`config.mk`:
```
export PLATFORM = sky130hd
export DESIGN_NAME = rf_exec_seq
export DESIGN_NICKNAME = d
export VERILOG_FILES = /design/src/rtl/rf_exec_seq.sv
export SDC_FILE = /design/constraint.sdc
export NUM_CORES = 1
export LEC_CHECK = 0
export ABC_AREA = 1
export CAP_MARGIN = 20
export CORE_MARGIN = 2
export CORE_UTILIZATION = 55
export DETAILED_ROUTE_END_ITERATION = 6
export PLACE_DENSITY_LB_ADDON = 0.12
export SETUP_SLACK_MARGIN = 0.5
export SLEW_MARGIN = 20
export SYNTH_ARGS = -nofsm -noshare
export SYNTH_HDL_FRONTEND = slang
export SYNTH_SLANG_ARGS = --single-unit
```
`constraint.sdc`:
```
create_clock -name clk -period 4.3 [get_ports clk]
set_clock_uncertainty 0.05 [all_clocks]
set_input_delay 0.43 -clock clk [delete_from_list [all_inputs] [get_ports clk]]
set_output_delay 0.43 -clock clk [all_outputs]
set_load 0.05 [all_outputs]
```
`src/rtl/rf_exec_seq.sv`:
```
// Register-file execute sequencer: IDLE -> READ -> EXEC -> WB.
// Ports: instr_* handshake in; ra1/ra2 reads, rd1/rd2 data; en/wa/wd write; done; carry.
module rf_exec_seq (
  input  logic        clk,
  input  logic        rst_n,
  input  logic        instr_valid,
  output logic        instr_ready,
  input  logic [2:0]  instr_op,
  input  logic [3:0]  instr_rd,
  input  logic [3:0]  instr_rs1,
  input  logic [3:0]  instr_rs2,
  output logic [3:0]  ra1,
  output logic [3:0]  ra2,
  input  logic [15:0] rd1,
  input  logic [15:0] rd2,
  output logic        en,
  output logic [3:0]  wa,
  output logic [15:0] wd,
  output logic        done,
  output logic        carry
);

  typedef enum logic [1:0] {
    IDLE = 2'd0,
    READ = 2'd1,
    EXEC = 2'd2,
    WB   = 2'd3
  } state_e;

  localparam logic [2:0] OP_ADD = 3'b000;
  localparam logic [2:0] OP_SUB = 3'b001;
  localparam logic [2:0] OP_AND = 3'b010;
  localparam logic [2:0] OP_OR  = 3'b011;
  localparam logic [2:0] OP_XOR = 3'b100;
  localparam logic [2:0] OP_SHL = 3'b101;
  localparam logic [2:0] OP_SHR = 3'b110;
  localparam logic [2:0] OP_MUL = 3'b111;

  state_e      state_q, state_d;
  logic [2:0]  op_q, op_d;
  logic [3:0]  rd_q, rd_d;
  logic [3:0]  ra1_q, ra1_d;
  logic [3:0]  ra2_q, ra2_d;
  logic [15:0] a_q, a_d;
  logic [15:0] b_q, b_d;
  logic [15:0] acc_q, acc_d;
  logic [3:0]  cnt_q, cnt_d;
  logic [3:0]  wa_q, wa_d;
  logic [15:0] wd_q, wd_d;
  logic        carry_q, carry_d;

  logic [16:0] sum;
  logic [15:0] alu;
  logic [15:0] mac;

  always_ff @(posedge clk) begin
    if (!rst_n) begin
      state_q <= IDLE;
      op_q    <= '0;
      rd_q    <= '0;
      ra1_q   <= '0;
      ra2_q   <= '0;
      a_q     <= '0;
      b_q     <= '0;
      acc_q   <= '0;
      cnt_q   <= '0;
      wa_q    <= '0;
      wd_q    <= '0;
      carry_q <= 1'b0;
    end else begin
      state_q <= state_d;
      op_q    <= op_d;
      rd_q    <= rd_d;
      ra1_q   <= ra1_d;
      ra2_q   <= ra2_d;
      a_q     <= a_d;
      b_q     <= b_d;
      acc_q   <= acc_d;
      cnt_q   <= cnt_d;
      wa_q    <= wa_d;
      wd_q    <= wd_d;
      carry_q <= carry_d;
    end
  end

  always_comb begin
    sum = {1'b0, a_q} + {1'b0, b_q};
    alu = '0;
    unique case (op_q)
      OP_ADD:  alu = sum[15:0];
      OP_SUB:  alu = a_q - b_q;
      OP_AND:  alu = a_q & b_q;
      OP_OR:   alu = a_q | b_q;
      OP_XOR:  alu = a_q ^ b_q;
      OP_SHL:  alu = a_q << b_q[3:0];
      OP_SHR:  alu = a_q >> b_q[3:0];
      default: alu = '0;
    endcase
    // One shift-add step of the multiplier.
    mac = b_q[0] ? (acc_q + a_q) : acc_q;
  end

  always_comb begin
    state_d = state_q;
    op_d    = op_q;
    rd_d    = rd_q;
    ra1_d   = ra1_q;
    ra2_d   = ra2_q;
    a_d     = a_q;
    b_d     = b_q;
    acc_d   = acc_q;
    cnt_d   = cnt_q;
    wa_d    = wa_q;
    wd_d    = wd_q;
    carry_d = carry_q;
    unique case (state_q)
      IDLE: begin
        if (instr_valid) begin
          op_d    = instr_op;
          rd_d    = instr_rd;
          ra1_d   = instr_rs1;
          ra2_d   = instr_rs2;
          state_d = READ;
        end
      end
      READ: begin
        a_d     = rd1;
        b_d     = rd2;
        acc_d   = '0;
        cnt_d   = '0;
        state_d = EXEC;
      end
      EXEC: begin
        if (op_q == OP_MUL) begin
          acc_d = mac;
          a_d   = a_q << 1;
          b_d   = b_q >> 1;
          cnt_d = cnt_q + 4'd1;
          // Counter wraps to 0 after the 16th step.
          if (cnt_q == 4'd15) begin
            wa_d    = rd_q;
            wd_d    = mac;
            state_d = WB;
          end
        end else begin
          wa_d = rd_q;
          wd_d = alu;
          if (op_q == OP_ADD) carry_d = sum[16];
          if (op_q == OP_SUB) carry_d = (a_q < b_q);
          state_d = WB;
        end
      end
      WB: begin
        state_d = IDLE;
      end
      default: state_d = IDLE;
    endcase
  end

  assign instr_ready = (state_q == IDLE);
  assign en          = (state_q == WB);
  assign done        = (state_q == WB);
  assign ra1         = ra1_q;
  assign ra2         = ra2_q;
  assign wa          = wa_q;
  assign wd          = wd_q;
  assign carry       = carry_q;

endmodule

```
# [Yosys cells after proc, flatten, opt, wreduce, memory -nomap -nowiden]
# Cells that the tools add are included.
# Widths: inputs -> output; s select.
[word_totals] register_bits=90 latch_bits=0 ram_bits=0 romBits=0 out_inout_bits=32 elab_cells=67 memories=0
[op_classes] addsub=4 multipliers=0 n_div=0 n_lt_le_gt_ge=1 eq_ne=15 shift=2 mux=20 bitwise=4 n_reduce_logical=9
[ops] op="$pmux 16 s7" n=1
[ops] op="$mux 16" n=6
[ops] op="$pmux 16 s2" n=3
[ops] op="$add 16x16->17" n=1
[ops] op="$add 16x16->16" n=1
[ops] op="$and 16x16->16" n=1
[ops] op="$lt 16x16->1" n=1
[ops] op="$or 16x16->16" n=1
[ops] op="$shl 16x4->16" n=1
[ops] op="$shr 16x4->16" n=1
[ops] op="$sub 16x16->16" n=1
[ops] op="$xor 16x16->16" n=1
[ops] op="$eq 3x3->1 const B" n=4
[ops] op="$mux 4" n=3
[ops] op="$pmux 2 s4" n=1
[ops] op="$pmux 4 s2" n=1
[ops] op="$reduce_and 2->1" n=4
[ops] op="$eq 3x2->1 const B" n=2
[ops] op="$mux 2" n=3
[ops] op="$add 4x1->4 const B" n=1
[ops] op="$eq 2x2->1 const B" n=2
[ops] op="$eq 4x4->1 const B" n=1
[ops] op="$ne 2x2->1 const B" n=2
[ops] op="$reduce_bool 2->1" n=2
[ops] op="9 further kinds" n=10

# [Depth between registers and ports, before layout]
[logic_depth] word_depth=4 ltp_mapped=17

# [Worst setup path after synthesis]
# Ideal clock, no wire load.
[synth_timing] path_type="reg2reg" start="reg b_q[2]" end="reg wd_q[10], in the netlist wd[10]" setup_ns=0.109 t_arrival_ns=2.212 setup_slack_ns=1.929 stages_incl_launch_ff=18 synth_period_minus_slack_ns=2.371 path_cell_list="dfxtp_1 > inv_1 > buf_2 > buf_1 > ha_1 > nand2_1 > o21ai_0 > nand2_1 > nand2_1 > nand2_1 > nand2_1 > nand2_1 > nand3_1 > nand2_1 > nor2_1 > nand3_1 > nand2_1 > inv_1"
[synth_via] elab_chain_cells=3
[synth_rtl] element="from (decl)" line="45" source="logic [15:0] b_q, b_d;"
[synth_rtl] element="from (signal assigned)" line="64" source="b_q <= '0;"
[synth_rtl] element="from (signal assigned)" line="77" source="b_q <= b_d;"
[synth_rtl] element="$sub 16x16->16, or another cell as far along" line="91" source="OP_SUB: alu = a_q - b_q;"
[synth_rtl] element="$pmux 16 s7 (*)" line="89" source="unique case (op_q)"
[synth_rtl] element="$mux 16 (*)" line="134" source="if (op_q == OP_MUL) begin"
[synth_rtl] element="to (signal assigned)" line="81" source="wd_q <= wd_d;"
[synth_rtl] element="to (decl)" line="49" source="logic [15:0] wd_q, wd_d;"
# Every way passes the cells marked *; elsewhere a longest branch is shown, timed or not.
# A chain may end at the register's enable or synchronous reset.

# [Final worst setup path]
[layout_timing] start="reg b_q[3]" end="reg wd_q[10], in the netlist wd[10]"
# The elaborated chain is that of the path after synthesis.

==> summary.md <==
| Metric | Value |
|---|---|
| Total track usage | `0.3671` |
| Max-slew violation count | `0` |
| Drt drc | `0` |
| RSZ-0062 raised after global routing | `false` |
| Count of final hold-check violations | `0` |
| Top_reg_cell synth | `dfxtp_1` |
| Critical Path End Type | `flip-flop` |
| Worst Path Class, Setup | `reg2reg` |
| Peak supply drop | `530.9 uV` |
| Max incr delay on CP | `approximately 0.54 ns` |
| EDFF count, synth | `0` |
| Distinct cells, synth | `48` |
| Rows | `45` |
| Vias per cell | `5.931` |
| Synth area leader | `dfxtp_1` |
| F_max | `about 0.35 GHz` |
| Status | `complete, no violations` |
| Max-cap violations | `0` |
| WL final | `a little over 30 mm` |
| Worst skew pair latency | `between 0.3 and 0.4 ns` |
| Layout cells sized above 1 | `0.04601` |
| Synthesized area per cell | `between 5 and 6 um^2` |
| Worst-Margin Slew | `between 0.9 and 1 ns` |
| CP max stage cell | `o21ai_0` |
| Top cell type's share of synthesized area | `0.2101` |
| Nets@finish | `approximately 1600` |
| Arr. time, crit path | `a little over 3 ns` |
| Post-CTS setup buffer count | `0` |
| FF+latch count, synth | `90` |
| CP startpoint | `b_q[3]` |
| Reg-to-reg slack, setup | `about 1.4 ns` |
| Antenna viol nets, final | `0` |
| Total chip power | `between 7 and 8 mW` |
| # clock sinks | `90` |
| Initial Util | `0.5641` |
| HP Class | `reg2reg` |
| TritonCTS clock tree | `yes` |
| Pin count of the biggest net entering global routing | `77` |
| Vias in the first global route | `8514` |
| First-pass GRT wire length | `roughly 47 mm` |
| N_diodes | `0` |
| Synth area leaders | `dfxtp_1 21%, nand2_1 19%, ha_1 11%, nand3_1 8.6%, a21oi_1 7.8%` |
| Drt pass-1 iters | `6` |
| Mean routed wirelength per cell | `approximately 18 um` |
| Top cell by count, worst path | `nand2_1` |
| Post-layout min period | `around 2.9 ns` |
| Cts hold-fix bufs | `0` |
| Cells on worst reg2reg path | `15` |
| Crit path to | `wd[10]` |
| Mapped Cells | `~1400` |
| Worst reg2reg path startpoint | `b_q[3]` |
| H-tree depth | `3` |
| Die W | `128.9 um` |
| Via Count | `about 9900` |
| Hold path start | `wd[9]` |
| Gr ovfl total | `0` |
| Syn Nets | `between 1500 and 2000` |
| Fin crit share | `0.6702` |
| Die H | `128.9 um` |
| Post-Syn Area | `about 8600 um^2` |
| Initial detailed-routing violation count | `1385` |
| Root buf cell | `clkbuf_16` |
| Final HPWL from detailed placement | `23.39 mm` |
| Worst rel slew slack | `0.3338` |
| Max clock buf depth | `2` |
| Setup violators final | `0` |
| Static leakage | `~4.6 nW` |
| Area Growth Syn to Fin | `12.46%` |
| Total negative slack | `0 ns` |
| Crit path max fanout | `7` |
| Worst-path clk slew | `roughly 0.07 ns` |
| Filler Cells Inserted | `roughly 1600` |
| Worst Hold Depth | `2` |
| CP Launch Type | `flip-flop` |
| P per Cell Area | `roughly 770 nW/um^2` |
| YS warnings | `0` |
| GP Congestion | `between 1 and 1.5` |
| Die area | `16610 um^2` |
| Crit-path cells | `inv_1, ha_1, nand2_1, o21ai_0, nand2_1, nand2_1, nand2_1, nand2_1, nand2_1, nand3_1, nand2_1, nor2_1, nand3_1, nand2_1, inv_1` |
| Initial antenna violation count | `2` |
| IO Count | `82` |
| CTS buffer count | `9` |
| Critical path required time | `around 4.5 ns` |
| Resized Gates After CTS | `0` |
| Crit Reg-Reg Endpoint | `wd[10]` |
| Post-synthesis async set-or-reset flop share | `0` |
| Core area | `between 15000 and 20000 um^2` |
| IO Port Bufs | `81` |
| Seq/Total Area, Yosys | `0.2101` |
[synthesized netlist by cell type (7+ instances only)]
cell type,n
inv_2,7
a21oi_1,134
nor2_1,118
buf_4,8
nor3_1,8
nand2_2,9
nand3b_1,7
dfxtp_1,90
ha_1,72
inv_1,133
nand3_1,148
o21ai_0,111
nand2_1,434
nand4_1,10
o21ai_1,17
buf_2,15
clkbuf_1,31
o211ai_1,11
[registers in the layout, summed over array words and instances (netlist names)]
signal / cells
rd_q: 4
carry: 1
state_q: 2
wa: 4
op_q: 3
ra1: 4
ra2: 4
wd: 16
cnt_q: 4
acc_q: 16
a_q: 16
b_q: 16
[cell families after synthesis]
| group | Yosys count | share of synthesized area |
|---|---|---|
| buffers and inverters | 208 | 0.1029 |
| XOR/XNOR | 7 | 0.007149 |
| adder cells (fa/ha/maj) | 75 | 0.1121 |
| AND/OR/NAND/NOR | 749 | 0.3725 |
| AO/OA/AOI/OAI | 308 | 0.1954 |
| flip-flops | 90 | 0.2101 |
[critical path, delay by kind of cell (launching register included)]
family | cells | cell delay (ns)
buffers and inverters | 2 | 0.29
adders and majority gates | 1 | 0.47
and+or+nand+nor | 11 | 0.91
DFF | 1 | 0.53
AOI/OAI and AO/OA | 1 | 0.54
[power breakdown]
group / total [mW] / internal, mW / leakage [nW] / switching (mW)
Clock: 0.841 / 0.419 / 0.150 / 0.422
Combinational: 5.14 / 1.51 / 3.70 / 3.63
Sequential: 1.43 / 1.08 / 0.736 / 0.349
[placed cells by master (no fill, tap or decap), types with 3 or more instances in the layout]
cell             instances
o22ai_1                  5
nand2_1                434
a31oi_1                  5
ha_1                    72
a21oi_1                134
fa_1                     3
nand3_1                148
clkdlybuf4s50_1         80
o21ai_1                 17
buf_4                    8
inv_2                    8
a21oi_2                  6
dfxtp_1                 90
o211ai_1                11
nand3b_1                 7
nand4_1                 10
clkbuf_16                9
nand2_2                  9
o21ai_0                111
inv_1                  131
o21a_1                   4
nor2_4                   3
nor2_1                 118
inv_8                    3
o21bai_1                 6
xor2_1                   5
nor3_1                   8
[through the flow]
stage	util	setup slack, ns	hold slack, ns	std cells	cell area, um^2
floorplan	-	1.929	0.3975	1437	8576
global placement	0.6146	1.526	0.4078	1650	9343
detailed placement	0.6146	1.451	0.4166	1650	9343
CTS	0.6344	1.443	0.4271	1666	9644
global route	0.6344	1.100	0.4381	1666	9644
finish	0.6344	1.418	0.4220	1666	9644
[area by class of cell]
| cell class | count | area [um^2] | area share |
|---|---|---|---|
| multi-input cells | 1139 | 5892 | 0.6109 |
| inverters | 144 | 548.0 | 0.05682 |
| repair buffers | 89 | 865.8 | 0.08978 |
| clock buffers | 9 | 225.2 | 0.02335 |
| clock inverters | 7 | 76.32 | 0.007914 |
| flip-flops and latches | 90 | 1802 | 0.1868 |
| well taps | 188 | 235.2 | 0.02439 |
[worst min path at each step]
stage	end
6_report	wd[9]
3_5_place_dp	wd[1]
2_1_floorplan	cnt_q[0]
4_1_cts	wd[9]
5_1_grt	wd[1]
3_3_place_gp	wd[9]
[metal layers]
layer	track usage	part of all wire
met3	0.09522	0.12
met1	0.5339	0.44
met2	0.5101	0.39
met4	0.1522	0.044
met5	0	0.00042
No activity file was read; power rests on OpenSTA's default activity.
